## config.mk

```make
export PLATFORM = sky130hd
export DESIGN_NAME = mem_stream_reader
export DESIGN_NICKNAME = d
export VERILOG_FILES = /design/src/rtl/dot_pkg.sv /design/src/rtl/sync_fifo.sv /design/src/rtl/mem_stream_reader.sv
export SDC_FILE = /design/constraint.sdc
export NUM_CORES = 1
export LEC_CHECK = 0
export ABC_AREA = 1
export CAP_MARGIN = 20
export CORE_AREA = 4 4 78 80
export DETAILED_ROUTE_END_ITERATION = 10
export DIE_AREA = 0 0 82 84
export HOLD_SLACK_MARGIN = 0.1
export PLACE_DENSITY = 0.86
export SYNTH_ARGS = -nofsm -noshare
export SYNTH_HDL_FRONTEND = slang
export SYNTH_SLANG_ARGS = --single-unit
```

## constraint.sdc

```tcl
create_clock -name clk -period 4.02 [get_ports clk]
set_clock_uncertainty 0.05 [all_clocks]
set_input_delay 1.206 -clock clk [delete_from_list [all_inputs] [get_ports clk]]
set_output_delay 1.206 -clock clk [all_outputs]
set_load 0.02 [all_outputs]
```

## src/rtl/dot_pkg.sv

```systemverilog
// Shared definitions for the dotProduct scratch-memory sequencers.
//   state_t         : burst sequencer states
//   RD_FIFO_DEPTH   : output FIFO depth of the read sequencer
//   MEM_RD_LATENCY  : scratch memory read latency in cycles (registered read)
package dot_pkg;

    typedef enum logic [1:0] {
        IDLE,
        READ,
        DRAIN,
        DONE
    } state_t;

    localparam int unsigned RD_FIFO_DEPTH  = 4;
    localparam int unsigned MEM_RD_LATENCY = 1;

endpackage

```

## src/rtl/sync_fifo.sv

```systemverilog
// Small synchronous FIFO with show-ahead head data.
// Ports:
//   clk        in   clock, rising edge
//   rst_n      in   synchronous active-low reset; empties the FIFO
//   push       in   write push_data (ignored when full)
//   push_data  in   WIDTH-bit entry
//   pop        in   drop the head entry (ignored when empty)
//   head_data  out  current head entry, valid whenever !empty
//   count      out  number of stored entries (0..DEPTH)
//   empty      out  no entries stored
module sync_fifo #(
    parameter int unsigned DEPTH = 4,
    parameter int unsigned WIDTH = 9,
    localparam int unsigned CNT_W = $clog2(DEPTH + 1),
    localparam int unsigned PTR_W = (DEPTH > 1) ? $clog2(DEPTH) : 1
) (
    input  logic             clk,
    input  logic             rst_n,
    input  logic             push,
    input  logic [WIDTH-1:0] push_data,
    input  logic             pop,
    output logic [WIDTH-1:0] head_data,
    output logic [CNT_W-1:0] count,
    output logic             empty
);

    logic [WIDTH-1:0] mem_q [DEPTH];
    logic [PTR_W-1:0] wr_ptr_q, wr_ptr_d;
    logic [PTR_W-1:0] rd_ptr_q, rd_ptr_d;
    logic [CNT_W-1:0] count_q, count_d;
    logic             full;
    logic             push_ok;
    logic             pop_ok;

    assign full    = (count_q == CNT_W'(DEPTH));
    assign empty   = (count_q == '0);
    assign push_ok = push && !full;
    assign pop_ok  = pop && !empty;

    always_comb begin
        wr_ptr_d = wr_ptr_q;
        rd_ptr_d = rd_ptr_q;
        count_d  = count_q;
        if (push_ok) begin
            wr_ptr_d = (wr_ptr_q == PTR_W'(DEPTH - 1)) ? '0 : wr_ptr_q + PTR_W'(1);
        end
        if (pop_ok) begin
            rd_ptr_d = (rd_ptr_q == PTR_W'(DEPTH - 1)) ? '0 : rd_ptr_q + PTR_W'(1);
        end
        case ({push_ok, pop_ok})
            2'b10:   count_d = count_q + CNT_W'(1);
            2'b01:   count_d = count_q - CNT_W'(1);
            default: count_d = count_q;
        endcase
    end

    always_ff @(posedge clk) begin
        if (!rst_n) begin
            wr_ptr_q <= '0;
            rd_ptr_q <= '0;
            count_q  <= '0;
        end else begin
            wr_ptr_q <= wr_ptr_d;
            rd_ptr_q <= rd_ptr_d;
            count_q  <= count_d;
        end
    end

    // Storage needs no reset: entries are only visible once counted.
    always_ff @(posedge clk) begin
        if (push_ok) begin
            mem_q[wr_ptr_q] <= push_data;
        end
    end

    assign head_data = mem_q[rd_ptr_q];
    assign count     = count_q;

endmodule

```

## src/rtl/mem_stream_reader.sv

```systemverilog
// Read-side sequencer for the dotProduct scratch memories. On an accepted start it reads
// `length` consecutive words from base_addr (wrapping at the top of memory) and streams them
// out on a valid/ready interface, flagging the final word with m_last. A small output FIFO
// absorbs the 1-cycle memory latency; reads are only issued when the FIFO is guaranteed to
// have room, so backpressure never drops data.
// Ports:
//   clk, rst_n        clock (rising edge), synchronous active-low reset
//   start             burst request, sampled only in IDLE
//   base_addr, length burst address / word count, latched on accepted start
//   busy, done        busy in READ/DRAIN; done is a 1-cycle completion pulse
//   mem_read_en       memory read strobe
//   mem_read_address  memory read address
//   mem_data_out      memory read data, valid the cycle after mem_read_en
//   m_valid, m_ready  stream handshake
//   m_data, m_last    stream word and end-of-burst flag (0 while !m_valid)
module mem_stream_reader
    import dot_pkg::*;
#(
    parameter int unsigned DATA_WIDTH = 8,
    parameter int unsigned ADDR_WIDTH = 6,
    parameter int unsigned LEN_WIDTH  = ADDR_WIDTH + 1
) (
    input  logic                  clk,
    input  logic                  rst_n,
    input  logic                  start,
    input  logic [ADDR_WIDTH-1:0] base_addr,
    input  logic [LEN_WIDTH-1:0]  length,
    output logic                  busy,
    output logic                  done,
    output logic                  mem_read_en,
    output logic [ADDR_WIDTH-1:0] mem_read_address,
    input  logic [DATA_WIDTH-1:0] mem_data_out,
    output logic                  m_valid,
    input  logic                  m_ready,
    output logic [DATA_WIDTH-1:0] m_data,
    output logic                  m_last
);

    localparam int unsigned CNT_W = $clog2(RD_FIFO_DEPTH + 1);
    localparam int unsigned SUM_W = CNT_W + 1;

    state_t                state_q, state_d;
    logic [ADDR_WIDTH-1:0] addr_q, addr_d;
    logic [LEN_WIDTH-1:0]  remain_q, remain_d;
    // With a single-cycle memory, a read is in flight for exactly one cycle, so the
    // pending tracker is the registered read strobe plus its end-of-burst tag.
    logic                  rd_pend_q;
    logic                  rd_last_q;

    logic [CNT_W-1:0]      fifo_count;
    logic                  fifo_empty;
    logic [DATA_WIDTH:0]   fifo_head;
    logic                  credit_ok;
    logic                  issue;
    logic                  last_issue;
    logic                  pop;

    // Room must exist for every word already buffered or still in flight, plus this one.
    assign credit_ok  = (SUM_W'(fifo_count) + SUM_W'(rd_pend_q)) < SUM_W'(RD_FIFO_DEPTH);
    assign issue      = (state_q == READ) && (remain_q != '0) && credit_ok;
    assign last_issue = issue && (remain_q == LEN_WIDTH'(1));

    assign m_valid = !fifo_empty;
    assign m_data  = m_valid ? fifo_head[DATA_WIDTH-1:0] : '0;
    assign m_last  = m_valid && fifo_head[DATA_WIDTH];
    assign pop     = m_valid && m_ready;

    always_comb begin
        state_d  = state_q;
        addr_d   = addr_q;
        remain_d = remain_q;
        case (state_q)
            IDLE: begin
                if (start) begin
                    addr_d   = base_addr;
                    remain_d = length;
                    state_d  = (length == '0) ? DONE : READ;
                end
            end
            READ: begin
                if (issue) begin
                    addr_d   = addr_q + ADDR_WIDTH'(1);
                    remain_d = remain_q - LEN_WIDTH'(1);
                end
                if (last_issue) begin
                    state_d = DRAIN;
                end
            end
            DRAIN: begin
                if (pop && m_last) begin
                    state_d = DONE;
                end
            end
            DONE:    state_d = IDLE;
            default: state_d = IDLE;
        endcase
    end

    always_ff @(posedge clk) begin
        if (!rst_n) begin
            state_q   <= IDLE;
            addr_q    <= '0;
            remain_q  <= '0;
            rd_pend_q <= 1'b0;
            rd_last_q <= 1'b0;
        end else begin
            state_q   <= state_d;
            addr_q    <= addr_d;
            remain_q  <= remain_d;
            rd_pend_q <= issue;
            rd_last_q <= last_issue;
        end
    end

    sync_fifo #(
        .DEPTH (RD_FIFO_DEPTH),
        .WIDTH (DATA_WIDTH + 1)
    ) u_fifo (
        .clk       (clk),
        .rst_n     (rst_n),
        .push      (rd_pend_q),
        .push_data ({rd_last_q, mem_data_out}),
        .pop       (pop),
        .head_data (fifo_head),
        .count     (fifo_count),
        .empty     (fifo_empty)
    );

    assign busy             = (state_q == READ) || (state_q == DRAIN);
    assign done             = (state_q == DONE);
    assign mem_read_en      = issue;
    assign mem_read_address = addr_q;

endmodule

```

==> metrics <==
FP Rows 27; first-pass GRT wire length 9980 um; Syn Std Cell Area 3010 um^2; largest net degree at the start of global routing 20; leak pwr 1.42 nW; Root Driver clkbuf_8; outcome finished clean; Fin Hold WS 0.443 ns; Hold Vio Cnt, Final 0; YS warnings 0; Setup WS post-layout 0.443 ns; worst r2r dst u_fifo.count[2]; RR Startpoint u_fifo.count[2]; Crit. End Element primary output; Worst-Margin Slew 0.909 ns; pwr dens 714 nW/um^2; postcts setup bufs 0; Die Span X 82 um; antenna violations before repair 0; 1st-iter DRT viols 105; cells on worst reg2reg path 9; CP arrival 2.32 ns; endpoints failing setup 0; Slew headroom 39.2%; maximum vdd drop 0.000486 V; Compound-Gate Fraction of Synth Area 13.5%; Startpoint Class register; RSZ-0062 raised after global routing no; grt ovf 0; gpl congestion 0.819; ys flop type edfxtp_1; #FFs+latches synth 62; Distinct cells, synth 35; critical path required time 2.76 ns; # IOs 44; placed insts 439; vias in the first global route 2245; fmax 0.280 GHz; Max Slew Vio Count 0; R2R setup slack 1.69 ns; sequential area share after synthesis 53.2%; Routed WL 5900 um; largest family of logic cells by synthesized area simple AND/OR/NAND/NOR gates; post-synthesis mux area share 0%; dpl ws 0.821 ns; drt wl/cell 13.0 um; Setup Total Neg Slack 0 ns; post-synthesis xor/xnor area fraction 0%; Post-Synthesis Cells 334; via count 2357; antenna viol nets, final 0; die height 84 um; clock sinks 62; # diodes 0; Die ar. 6890 um^2; Post-synth EDFFs 36; insertion delay to the later sink of the worst-skew pair 0.33 ns; DR pass1 iterations 4; DRC Markers 0; dpl hpwl 4160 um; count of port buffers added during placement 43; Post-Syn Area per Cell 9.02 um^2; min-delay worst type register to register; hold buffers post-CTS 0; Initial Utilization 55.7%; Async S/R FF share, synth 0%; Design Power 2.61 mW; Max-Cap Viols 0; floorplan core area 5410 um^2; H-Tree Depth 3; Worst setup endpoint m_last; Bufs on Longest Clock Path 2; simple-gate share of the synthesized area 20.9%; TritonCTS Buffers 9; share of cells above drive strength 1 9.40%; TritonCTS clock tree built; Resize count post-CTS 0; final core utilization 67.7%; Final min period 3.58 ns; GRT Total Usage 19.1%; layout overhead on the synthesized area 21.5%; Post-Place Cell Area 3480 um^2; adder-cell share of the synthesized area 6.07%; Final #Nets 417; Vias per Instance 5.18; Setup Crit Path Kind register to primary output; design area 3660 um^2; CP Max Fanout 19; Clock Pin Slew Worst Setup and Hold Paths 0.07 ns; final period utilization 89.0%; Finished Layout Cells 455; syn_nets 373
final cells by class:
class                           instances  area (um^2)
Fill cell                             456         1750
Sequential cell                        62         1600
Clock buffer                            9          124
Timing Repair Buffer                   43          430
Tap cell                               72         90.1
Multi-Input combinational cell        226         1220
Inverter                               36          135
Clock inverter                          7         58.8
worst min path at each step:
stage / start / to / slack, ns / cells after the start
3_5_place_dp: rd_last_q / u_fifo.mem_q[2][8] / 0.42 / 0
4_1_cts: rd_last_q / u_fifo.mem_q[2][8] / 0.44 / 0
6_report: rd_last_q / u_fifo.mem_q[0][8] / 0.44 / 0
2_1_floorplan: rd_last_q / u_fifo.mem_q[0][8] / 0.39 / 0
3_3_place_gp: rd_last_q / u_fifo.mem_q[0][8] / 0.40 / 0
5_1_grt: rd_last_q / u_fifo.mem_q[2][8] / 0.49 / 0
critical path, cell delays in order (launching register included):
cell	delay, ns
dfxtp_1	0.73
inv_2	0.27
nand2_1	0.11
nand3_1	0.09
a21oi_1	0.15
clkdlybuf4s50_1	0.63
flip-flops by register name (all words and copies together) (netlist names), named ones only:
register / count
mem_read_address: 6
rd_pend_q: 1
u_fifo.mem_q: 36
u_fifo.rd_ptr_q: 2
u_fifo.count: 3
rd_last_q: 1
u_fifo.wr_ptr_q: 2
state_q: 2
remain_q: 7
cells in the mapped netlist (2+ instances only):
cell / n / area [um^2]
nand3_1: 21 / 105
clkinv_1: 2 / 7.51
nand2_2: 6 / 37.5
or2_2: 2 / 12.5
nand2_4: 3 / 33.8
inv_1: 33 / 124
nand2_1: 43 / 161
a21oi_1: 26 / 130
nor2_1: 54 / 203
edfxtp_1: 36 / 1080
clkbuf_1: 5 / 18.8
o21ai_0: 37 / 185
ha_1: 13 / 163
nand4_1: 3 / 18.8
a21oi_2: 3 / 26.3
buf_2: 3 / 15.0
dfxtp_1: 26 / 521
where the power goes:
group	total (mW)	internal, mW	switching, mW
Clock	0.490	0.230	0.260
Sequential	0.917	0.805	0.112
Combinational	1.20	0.468	0.737
Total	2.61	1.50	1.11
cell usage in the layout, fill, tap and decap left out, drive strengths merged:
master          n
clkinvlp        2
a22oi           1
inv            36
o21a            1
ha             13
o21ai          38
o211ai          1
nand3          21
clkdlybuf4s50  43
a21oi          29
nand4           3
clkinv          5
nor3            2
o211a           1
dfxtp          26
clkbuf          9
fa              1
nor2           56
o31ai           1
nor4            1
or2             2
nand2          53
a211oi          1
edfxtp         36
a31oi           1
cell families after synthesis:
kind of cell	Yosys count
AND/OR/NAND/NOR	138
AO/OA/AOI/OAI	74
flip-flops	62
buffers and inverters	46
adder cells (fa/ha/maj)	14
metal layers:
metal	part of all wire [%]	up-vias	track usage, %
li1	-	1211	-
met1	44	1068	23.2
met4	1.5	0	7.85
met2	49	68	31.2
met3	5.9	10	5.62
met5	0	-	0
(Power assumes the default switching activity.)
